===== src/rtl/oam_dma_pkg.sv =====
// oam_dma_pkg: shared state encoding and default bus addresses for the sprite DMA
package oam_dma_pkg;
    typedef enum logic [2:0] {IDLE, HALT, ALIGN, READ, WRITE} dma_state_t;
    localparam logic [15:0] DEF_DMA_REG_ADDR  = 16'h4014;
    localparam logic [15:0] DEF_OAM_DATA_ADDR = 16'h2004;
endpackage


===== src/rtl/oam_dma.sv =====
// oam_dma: halts the CPU and copies one 256-byte page into the PPU OAM data port
module oam_dma
    import oam_dma_pkg::*;
#(
    parameter logic [15:0] DMA_REG_ADDR  = DEF_DMA_REG_ADDR,
    parameter logic [15:0] OAM_DATA_ADDR = DEF_OAM_DATA_ADDR
) (
    input  logic        clk,
    input  logic        rst,
    input  logic        cpu_wr_i,
    input  logic [15:0] cpu_addr_i,
    input  logic [7:0]  cpu_wdata_i,
    output logic        cpu_rdy_o,
    output logic        bus_own_o,
    output logic [15:0] bus_addr_o,
    output logic        bus_we_o,
    output logic [7:0]  bus_wdata_o,
    input  logic [7:0]  bus_rdata_i
);
    dma_state_t state, nxt;
    logic [7:0] page, cnt;
    logic       parity, trig;
    assign trig = cpu_wr_i && cpu_addr_i == DMA_REG_ADDR && state == IDLE;
    // State, page latch, byte counter and the free-running cycle parity
    always_ff @(posedge clk or posedge rst) begin
        if (rst) begin
            state  <= IDLE;
            page   <= '0;
            cnt    <= '0;
            parity <= 1'b0;
        end else begin
            state  <= nxt;
            parity <= ~parity;
            if (trig) page <= cpu_wdata_i;
            if (state == WRITE) cnt <= cnt + 8'd1;
        end
    end
    // Next state and bus drive; ALIGN presents the first source address as a harmless dummy read
    always_comb begin
        nxt         = IDLE;
        cpu_rdy_o   = state == IDLE;
        bus_own_o   = state inside {ALIGN, READ, WRITE};
        bus_we_o    = state == WRITE;
        bus_addr_o  = state == WRITE ? OAM_DATA_ADDR : state inside {ALIGN, READ} ? {page, cnt} : 16'h0000;
        bus_wdata_o = state == WRITE ? bus_rdata_i : 8'h00;
        case (state)
            IDLE:    nxt = trig ? HALT : IDLE;
            HALT:    nxt = parity ? ALIGN : READ;
            ALIGN:   nxt = READ;
            READ:    nxt = WRITE;
            WRITE:   nxt = cnt == 8'hFF ? IDLE : READ;
            default: nxt = IDLE;
        endcase
    end
endmodule


===== config.mk =====
export PLATFORM = sky130hd
export DESIGN_NAME = oam_dma
export DESIGN_NICKNAME = d
export VERILOG_FILES = /design/src/rtl/oam_dma_pkg.sv /design/src/rtl/oam_dma.sv
export SDC_FILE = /design/constraint.sdc
export NUM_CORES = 1
export LEC_CHECK = 0
export CAP_MARGIN = 20
export CORE_AREA = 4 4 62 64
export DETAILED_ROUTE_END_ITERATION = 10
export DIE_AREA = 0 0 66 68
export GPL_TIMING_DRIVEN = 0
export PLACE_DENSITY = 0.84
export RECOVER_POWER = 100
export SYNTH_ARGS = -nofsm -noshare
export SYNTH_HDL_FRONTEND = slang
export SYNTH_SLANG_ARGS = --single-unit

===== constraint.sdc =====
create_clock -name clk -period 1.6 [get_ports clk]
set_input_delay 0.32 -clock clk [delete_from_list [all_inputs] [get_ports clk]]
set_output_delay 0.32 -clock clk [all_outputs]
set_load 0.02 [all_outputs]

==> run summary <==
status -> finished, violations left
failing checks -> negative setup slack
DRC -> 0
Area Overhead vs Synth -> 106%
Setup crit start kind -> register
Final Total Pwr -> 2.25 mW
RSZ-0062 raised after global routing -> yes
largest net degree at the start of global routing -> 21
Sw Ratio -> 32.4%
fmax -> 0.542 GHz
Fin Clk Skew -> 0.00624 ns
hold path depth -> 1
leakage -> 1.02 nW
Power Internal -> 1.52 mW
Ys Warns -> 0
CP arrival -> 1.53 ns
sequential cell area fraction in the yosys report -> 48.2%
pre-CTS WS -> -0.810 ns
top cell type's share of synthesized area -> 48.2%
clock buffer depth -> 2
most frequent cell after synthesis -> and2_1
commonest cells in the netlist -> 22 x and2_1, 20 x dfrtp_1, 9 x mux2_2
WL final -> 3650 µm
Slew headroom -> 51.1%
Final Critical Period -> 1.85 ns
Iter 0 DRT Violations -> 12
row count -> 21
Primary FF master, synth -> dfrtp_1
share of cells above drive strength 1 -> 52.2%
Synth area leaders -> dfrtp_1 48%, and2_1 13%, mux2_2 9.8%, xnor2_1 5.9%, nand4_1 1.8%
clock power share -> 18.3%
Wirelength per Cell -> 16.3 µm
final HPWL from detailed placement -> 2260 µm
GRT overflow -> 0
I/O Buffers -> 61
Req. time, crit path -> 1.28 ns
Worst Tran Pin Value -> 0.733 ns
Die X -> 66 µm
Synth async-reset ratio -> 100%
Avg Cell Area, Syn -> 11.0 µm²
clk_lat worst skew -> 0.30 ns
combinational power share -> 52.7%
DRT Pass-1 Iters -> 3
Synthesized Nets -> 130
ANT cells -> 0
max-slew violation count -> 0
# setup viols final -> 36
CTS Hold Bufs -> 0
initial core utilization -> 31.6%
Sw Pwr -> 0.731 mW
clock transition at the registers of the reported paths -> 0.12 ns
routability congestion estimate -> 0.715
initial antenna violation count -> 0
CTS tree -> yes
Total GRT Usage -> 14.8%
PnR worst setup slack -> -0.245 ns
Hold Path Class -> register to register
first-pass GRT wire length -> 5120 µm
H-tree Lvls -> 1
Pwr Density -> 1060 nW/µm²
I/O Pins -> 62
final hold violation count -> 0
Max-Cap Viols -> 0
CTS Buf Count -> 3
Critical Path End Type -> primary output
Final Cycle Share -> 115%
cell taking the most area after synthesis -> dfrtp_1
DIE AREA -> 4490 µm²
root buf cell -> clkbuf_4
sequential power share -> 29.0%
Crit Path Category -> register to primary output
CTS sink count -> 20
Post-synth EDFFs -> 0
vias post-DR -> 1028
Nets -> 215
Worst R2R Path Depth -> 6
synth unique cells -> 29
VDD IR-drop max -> 0.827 mV
routed vias/inst -> 4.59
synthesized cell area -> 1040 µm²
number of global-route vias before repair -> 1082
Syn Inst Count -> 94
post-synthesis register bit count -> 20
die height -> 68 µm
core area -> 3280 µm²
DRT antenna net count -> 0
worst-path fanout max -> 7
[flip-flops by register name, summed over array words and instances (netlist names)]
register  count
cnt           8
page          8
parity        1
state         3
[worst paths after layout]
kind	from	endpoint	slack, ns
setup reg to reg	state[2]	page[0]	-0.17
max in group asynchronous	rst	state[0]	0.52
min in group asynchronous	rst	page[1]	0.57
setup / recovery	state[1]	bus_addr_o[0]	-0.25
hold / removal	parity	parity	0.45
hold reg to reg	parity	parity	0.45
[cell type report]
type                       count  area (µm²)
buffer                         3        33.8
clock buffer                   3        22.5
clock inverter                 1        30.0
fill                         244        1150
inverter                       2        7.51
multi-input combinational     69         632
sequential                    20         504
tap                           46        57.6
timing repair buffer          80         847
[per-layer routing]
layer	GRT usage, %	part of all wire, %
met1	15.2	36
met2	28.5	54
met3	5.58	9.0
met4	3.05	0.68
met5	0	0
[placed cells by master (no fill, tap or decap), types with 2 or more instances in the layout]
| cell type | instances |
|---|---|
| buf_6 | 36 |
| clkdlybuf4s50_1 | 33 |
| and2_4 | 20 |
| dfrtp_1 | 17 |
| buf_4 | 10 |
| mux2_4 | 8 |
| xnor2_1 | 7 |
| nand2_1 | 4 |
| nand4_1 | 3 |
| clkbuf_4 | 3 |
| dfrtp_2 | 3 |
| nand3_1 | 2 |
| nor3_4 | 2 |
| inv_1 | 2 |
| a21o_1 | 2 |
| and2_1 | 2 |
| nor2_1 | 2 |
[critical path: stages (launching register included)]
cell	delay [ns]
dfrtp_2	0.45
buf_6	0.12
nor2b_4	0.13
buf_6	0.13
buf_6	0.11
and2_4	0.14
buf_6	0.12
[per-stage QoR]
| stage | instances | util (%) | setup TNS [ns] | hold slack, ns | cell area, µm² |
|---|---|---|---|---|---|
| 6_report | 224 | 65.0 | -6.02 | 0.454 | 2130 |
| 5_1_grt | 224 | 65.0 | -8.48 | 0.480 | 2130 |
| 4_1_cts | 217 | 58.6 | -5.08 | 0.429 | 1930 |
| 3_5_place_dp | 201 | 52.5 | -20.69 | 0.413 | 1720 |
| 3_3_place_gp | 201 | 52.5 | -19.97 | 0.410 | 1720 |
| 2_1_floorplan | 94 | - | -0.820 | 0.284 | 1060 |
[power by group through the flow]
stage	clock network [mW]	registers [mW]	logic, mW
2_1_floorplan	0	0.661	0.385
3_3_place_gp	0	0.673	0.684
3_5_place_dp	0	0.679	0.708
4_1_cts	0.420	0.646	1.06
5_1_grt	0.437	0.663	1.26
6_report	0.412	0.654	1.19
[logic make-up (layout without fill, tap and decap cells)]
kind of cell / count (synthesis) / count (layout) / share of synthesized area, %
xor gates and xnor gates: 8 / 8 / 6.75
AOI/OAI and AO/OA: 4 / 4 / 2.77
DFF: 20 / 20 / 48.2
muxes: 10 / 10 / 10.7
buffers and inverters: 5 / 89 / 1.93
and+or+nand+nor: 46 / 46 / 28.4
adders and majority gates: 1 / 1 / 1.20
[what timing repair did]
item	CTS	global route
buffers inserted	11	6
endpoints found under the setup margin	35	36
pin swaps	6	5
gates cloned	1	1
resized for setup	171	43
Note: power is estimated with default switching activity, not from simulation.
